$ cat config.mk
export PLATFORM = sky130hd
export DESIGN_NAME = mux_two_to_one
export DESIGN_NICKNAME = d
export VERILOG_FILES = /design/src/rtl/mux_two_to_one.sv
export SDC_FILE = /design/constraint.sdc
export NUM_CORES = 1
export LEC_CHECK = 0
export CORE_AREA = 2 2 39 41
export DETAILED_ROUTE_END_ITERATION = 6
export DIE_AREA = 0 0 41 43
export GPL_ROUTABILITY_DRIVEN = 0
export PLACE_DENSITY_LB_ADDON = 0.12
export SLEW_MARGIN = 20
export SYNTH_ARGS = -nofsm -noshare
export SYNTH_HDL_FRONTEND = slang
export SYNTH_SLANG_ARGS = --single-unit
$ cat constraint.sdc
create_clock -name in_clk -period 1.9 [get_ports in_clk]
set_input_delay 0.285 -clock in_clk [delete_from_list [all_inputs] [get_ports in_clk]]
set_output_delay 0.285 -clock in_clk [all_outputs]
set_load 0.03 [all_outputs]
$ cat src/rtl/mux_two_to_one.sv
// mux_two_to_one: parameterised 2:1 data selector for operand and write-back
// paths, with a saturating select-transition counter for debug.
// Optional build macro MUX_TWO_TO_ONE_REGISTERED_OUTPUT_EN: when defined,
// ou_result is retimed through a WIDTH-bit output register (1-cycle latency).
`timescale 1ns/1ps

module mux_two_to_one #(
   parameter int unsigned WIDTH = 1,
   parameter int unsigned CNT_W = 8
) (
   input  logic             in_clk,
   input  logic             in_rst,
   input  logic [WIDTH-1:0] in_one,
   input  logic [WIDTH-1:0] in_two,
   input  logic             in_select,
   output logic [WIDTH-1:0] ou_result,
   output logic [CNT_W-1:0] ou_switch_count,
   output logic             ou_sel_q
);

   localparam logic [CNT_W-1:0] CNT_MAX = '1;

   logic [WIDTH-1:0] select_c;
   logic [CNT_W-1:0] count_q;
   logic             sel_q;

   // Bitwise selection; an unknown select merges equal bits and leaves the rest X.
   always_comb begin
      select_c = in_select ? in_two : in_one;
   end

   // Select history and saturating transition counter; reset wins over counting.
   always_ff @(posedge in_clk) begin
      if (in_rst) begin
         count_q <= '0;
         sel_q   <= 1'b0;
      end else begin
         sel_q <= in_select;
         if ((in_select != sel_q) && (count_q != CNT_MAX)) begin
            count_q <= count_q + CNT_W'(1);
         end
      end
   end

   assign ou_switch_count = count_q;
   assign ou_sel_q        = sel_q;

`ifdef MUX_TWO_TO_ONE_REGISTERED_OUTPUT_EN
   logic [WIDTH-1:0] result_q;

   // Retimed data path: load the selected value on every edge.
   always_ff @(posedge in_clk) begin
      if (in_rst) begin
         result_q <= '0;
      end else begin
         result_q <= select_c;
      end
   end

   assign ou_result = result_q;
`else
   assign ou_result = select_c;
`endif

endmodule

Word level (Yosys, flattened, before mapping) --
Cells that the tools add are included.
Operators by class: muxes and demuxes 1, add/subtract/negate cells 1, eq/ne operators 2, reductions and logical operators 1
Operator list (number):
- adder 8 x 1 -> 8 bit, second input constant | 1
- != test 8 bit, second input constant | 1
- logical AND 1 bit | 1
- 2-to-1 mux 1 bit | 1
- != test 1 bit | 1
Word-level totals: logic and storage cells 7, flip-flop bits (word level) 9, output and inout bits 10, input bits 5

Depth between registers and ports, before layout --
depth in word-level cells 2, mapped depth 5, mapped depth without buffers 5

Least setup slack after synthesis --
No wires, ideal clock.
path type register to register, start register count_q[0] (netlist: ou_switch_count[0]), end register count_q[3] (netlist: ou_switch_count[3]), stages on the path, launching flop included 6, period minus slack after synthesis 1.527 ns, arrival 1.457 ns, setup time 0.070 ns, required time 1.830 ns, slack 0.373 ns, buffers on the path 0, path through dfxtp_1 > ha_1 > nand4_1 > nor2_1 > or4_1 > a21oi_1
Between the ends: longest elaborated chain between the ends 2, elaborated cells on any way between the ends 3, those cells by class add/sub (1); eq/ne (1); reduce/logical (1)
Ends and longest elaborated chain:
- start, declared | RTL line 24 | logic [CNT_W-1:0] count_q;
- start signal, assigned | RTL line 40 | count_q <= count_q + CNT_W'(1);
- branches (longest 2 deep; another with adder 8 x 1 -> 8 bit)
Several ways; the timed one is not identified. A chain may end at the register's enable or synchronous reset.

Worst setup path in the final report --
start input in_select, end output ou_result
Between the ends: longest elaborated chain between the ends 1
Ends and longest elaborated chain:
- start, declared | RTL line 15 | input logic in_select,
- 2-to-1 mux 1 bit | RTL line 29 | select_c = in_select ? in_two : in_one;
- end, declared | RTL line 16 | output logic [WIDTH-1:0] ou_result,
No other way between the ends.

==> flow_metrics.py <==
metrics = {
    "synthesis": {
        "synth_top_family_by_area": "simple AND/OR/NAND/NOR gates",
        "yosysWarnings": 0,
        "synthSimpleGateAreaFrac_pct": 27.87,
        "syn-num-nets": 55,
        "syn_area_per_cell_um2": 8.886,
        "synthMuxAreaShare_pct": 7.184,
        "synth_cell_types": 23,
        "seq_area_frac_synth_pct": 41.38,
        "synth_cells": 49,
        "mappedNetlistArea_um2": 435.4,
        "synth_compound_area_share_pct": 10.06,
        "synth_xor_area_share_pct": 8.046,
        "synthAdderAreaFrac_pct": 2.874,
        "ys_seq_elements": 9,
    },
    "clock_network": {
        "cts_root_buf": "clkbuf_4",
        "cts_inserted_buffers": 3,
        "cts.reportedPaths.clkPinSlew_ns": 0.06,
        "clock_path_buffers": 2,
        "cts_setup_buffers": 0,
        "cts_max_level": 1,
        "cts_resized": 1,
        "cts_sinks": 9,
        "postCtsHoldBufs": 0,
        "clk-insertion-delay-late_ns": 0.26,
        "cts_tree": "built",
    },
    "layout": {
        "finalNetCount": 75,
        "finalInstanceArea_um2": 628.1,
        "drive_above_1_share_pct": 8.824,
        "fillCellCount": 154,
        "n_antenna_cell": 0,
        "final_util_pct": 45.39,
        "fin_cells": 84,
        "synthToLayoutAreaGrowth_pct": 44.25,
    },
    "timing": {
        "rsz0062_at_grt": "no",
        "finalHoldViolCount": 0,
        "skew_ns": 0.004595,
        "fin_ws_ns": 0.1869,
        "setup-violations-final": 0,
        "drv_slew": 0,
        "fin_crit_sh_pct": 90.17,
        "period_needed_ns": 1.713,
        "fmax_mhz": 583.7,
        "worst_pin_slew_ns": 0.4146,
        "slew_headroom_pct": 72.16,
    },
    "power_and_ir_drop": {
        "p_leak_nw": 0.2213,
        "p_total_mw": 0.4405,
        "vdd_drop_max_v": 0.0003256,
        "pwr_density_cell_nw_per_um2": 701.4,
    },
    "critical_path": {
        "crit_path_max_fanout": 2,
        "crit_family": "buffers and inverters",
        "cp-end-kind": "output pin",
        "crit_arrival_ns": 1.43,
        "worst_path_largest_cell_delay_ns": 0.48,
        "required_ns": 1.62,
        "r2r_start": "ou_switch_count[0]",
        "startpoint": "in_select",
        "cp_cell_sequence": "clkdlybuf4s50_1, mux2_1, dlygate4sd2_1",
        "cp-start-kind": "input port",
        "path_buf_inv": 2,
        "r2r_setup_slack_ns": 0.40,
        "criticalPathCategory": "input port to output pin",
        "cp_slowest_cell": "clkdlybuf4s50_1",
    },
    "drt": {
        "drc": 0,
        "wire_per_inst_um": 11.74,
        "vias": 440,
        "routed_wl_um": 986,
        "drtIter0Drc": 7,
        "firstDrtPassIters": 4,
        "drt-vias-per-instance": 5.238,
        "antenna_left": 0,
    },
    "global_routing": {
        "grt_pass1_wl_mm": 1.587,
        "grt_max_degree": 10,
        "antenna_found_initial": 0,
        "grt_overflow_total": 0,
        "track_usage_pct": 12.99,
        "grt_pass1_vias": 391,
    },
    "worst_hold_path": {
        "hold_start": "ou_switch_count[3]",
        "hold_path_class": "flop to flop",
    },
    "floorplanning": {
        "die_x_um": 41,
        "rows": 14,
        "die_h_um": 43,
        "ios": 15,
        "core_um2": 1384,
        "start_util_pct": 31.46,
        "dieArea_um2": 1763,
    },
    "placed_design": {
        "dp.final_hpwl_um": 704.4,
        "place_area_um2": 603.1,
        "dp_slack_ns": -0.06111,
        "dp_cells": 80,
        "io_buffers": 14,
    },
    "job": {
        "maxCapViolCount": 0,
    },
    "status": {
        "outcome": "completed",
    },
}
[power by group]
part,leakage [nW],switching (mW),internal [mW],total (mW)
sequential,0.0732,0.00914,0.197,0.206
combinational,0.133,0.0421,0.0381,0.0802
clock,0.0150,0.0733,0.0812,0.155
total,0.221,0.125,0.316,0.441
[cells in the mapped netlist, drive strengths merged]
cell    number  share of area, %
nand2        2               1.7
buf          1               1.7
ha           1               2.9
nand3        4               4.6
xor2         2               4.0
a311oi       1               2.0
inv          1              0.86
xnor2        2               4.0
and3         3               4.3
nor3         3               3.4
nand4        1               1.4
mux2i        2               4.6
nor2         6               5.2
nor2b        1               2.0
o21ai        1               1.1
a211oi       1               1.7
a21oi        3               3.4
nor4b        1               2.0
or4          1               1.7
dfxtp        9                41
mux2         1               2.6
nor4         1               1.4
o31ai        1               1.7
[kinds of logic (layout without fill, tap and decap cells)]
family | Yosys count | count (layout)
AOI/OAI and AO/OA | 7 | 7
xor gates and xnor gates | 4 | 4
adders and majority gates | 1 | 1
buffers and inverters | 2 | 21
DFF | 9 | 9
muxes | 3 | 3
and+or+nand+nor | 23 | 23
[layout by cell type, fill, tap and decap left out, types with 2 or more instances in the layout]
| cell type | Yosys | final |
|---|---|---|
| a21oi_1 | 3 | 3 |
| dfxtp_1 | 9 | 9 |
| mux2i_1 | 2 | 2 |
| nand3_1 | 4 | 4 |
| nand2_1 | 2 | 2 |
| clkdlybuf4s50_1 | 0 | 13 |
| clkbuf_4 | 0 | 3 |
| nor2_1 | 6 | 6 |
| nor3_1 | 3 | 3 |
| buf_4 | 1 | 2 |
| xnor2_1 | 2 | 2 |
| xor2_1 | 2 | 2 |
| and3_1 | 3 | 3 |
[per-layer routing]
metal,vias to the layer above,part of all wire (%),GRT usage (%),routed length [um]
met5,-,0,0,0
met4,0,1.7,6.000,17
met3,4,5.0,4.712,49
met2,13,44,17.81,429
met1,204,50,17.53,490
li1,219,-,-,-
[layout make-up]
cell class              instances  area, um2  share of cell area [%]
multi-input cells              38      244.0                   38.84
well taps                      16      20.02                   3.187
flip-flops and latches          9      180.2                   28.69
repair buffers                 16      153.9                   24.50
inverters                       1      3.754                  0.5976
clock buffers                   4      26.28                   4.183
[worst min-delay path, delay by kind of cell (launching register included)]
kind | cells | cell delay (ns)
compound gates | 2 | 0.15
flops | 1 | 0.36
[path summary, 6_finish.rpt]
path         cells past startpoint                 end
max                              3           ou_result
min                              2  ou_switch_count[3]
max reg2reg                      5  ou_switch_count[3]
min reg2reg                      2  ou_switch_count[3]
[state kept, by name (all words and copies together) (netlist names)]
register / cells
ou_switch_count: 8
ou_sel_q: 1
[per-stage QoR]
step	setup TNS [ns]	hold WS, ns
floorplan	0	0.4141
global placement	-0.06882	0.5415
detailed placement	-0.06111	0.5428
CTS	0	0.5526
global route	0	0.5822
finish	0	0.5530
(Power assumes the default switching activity.)
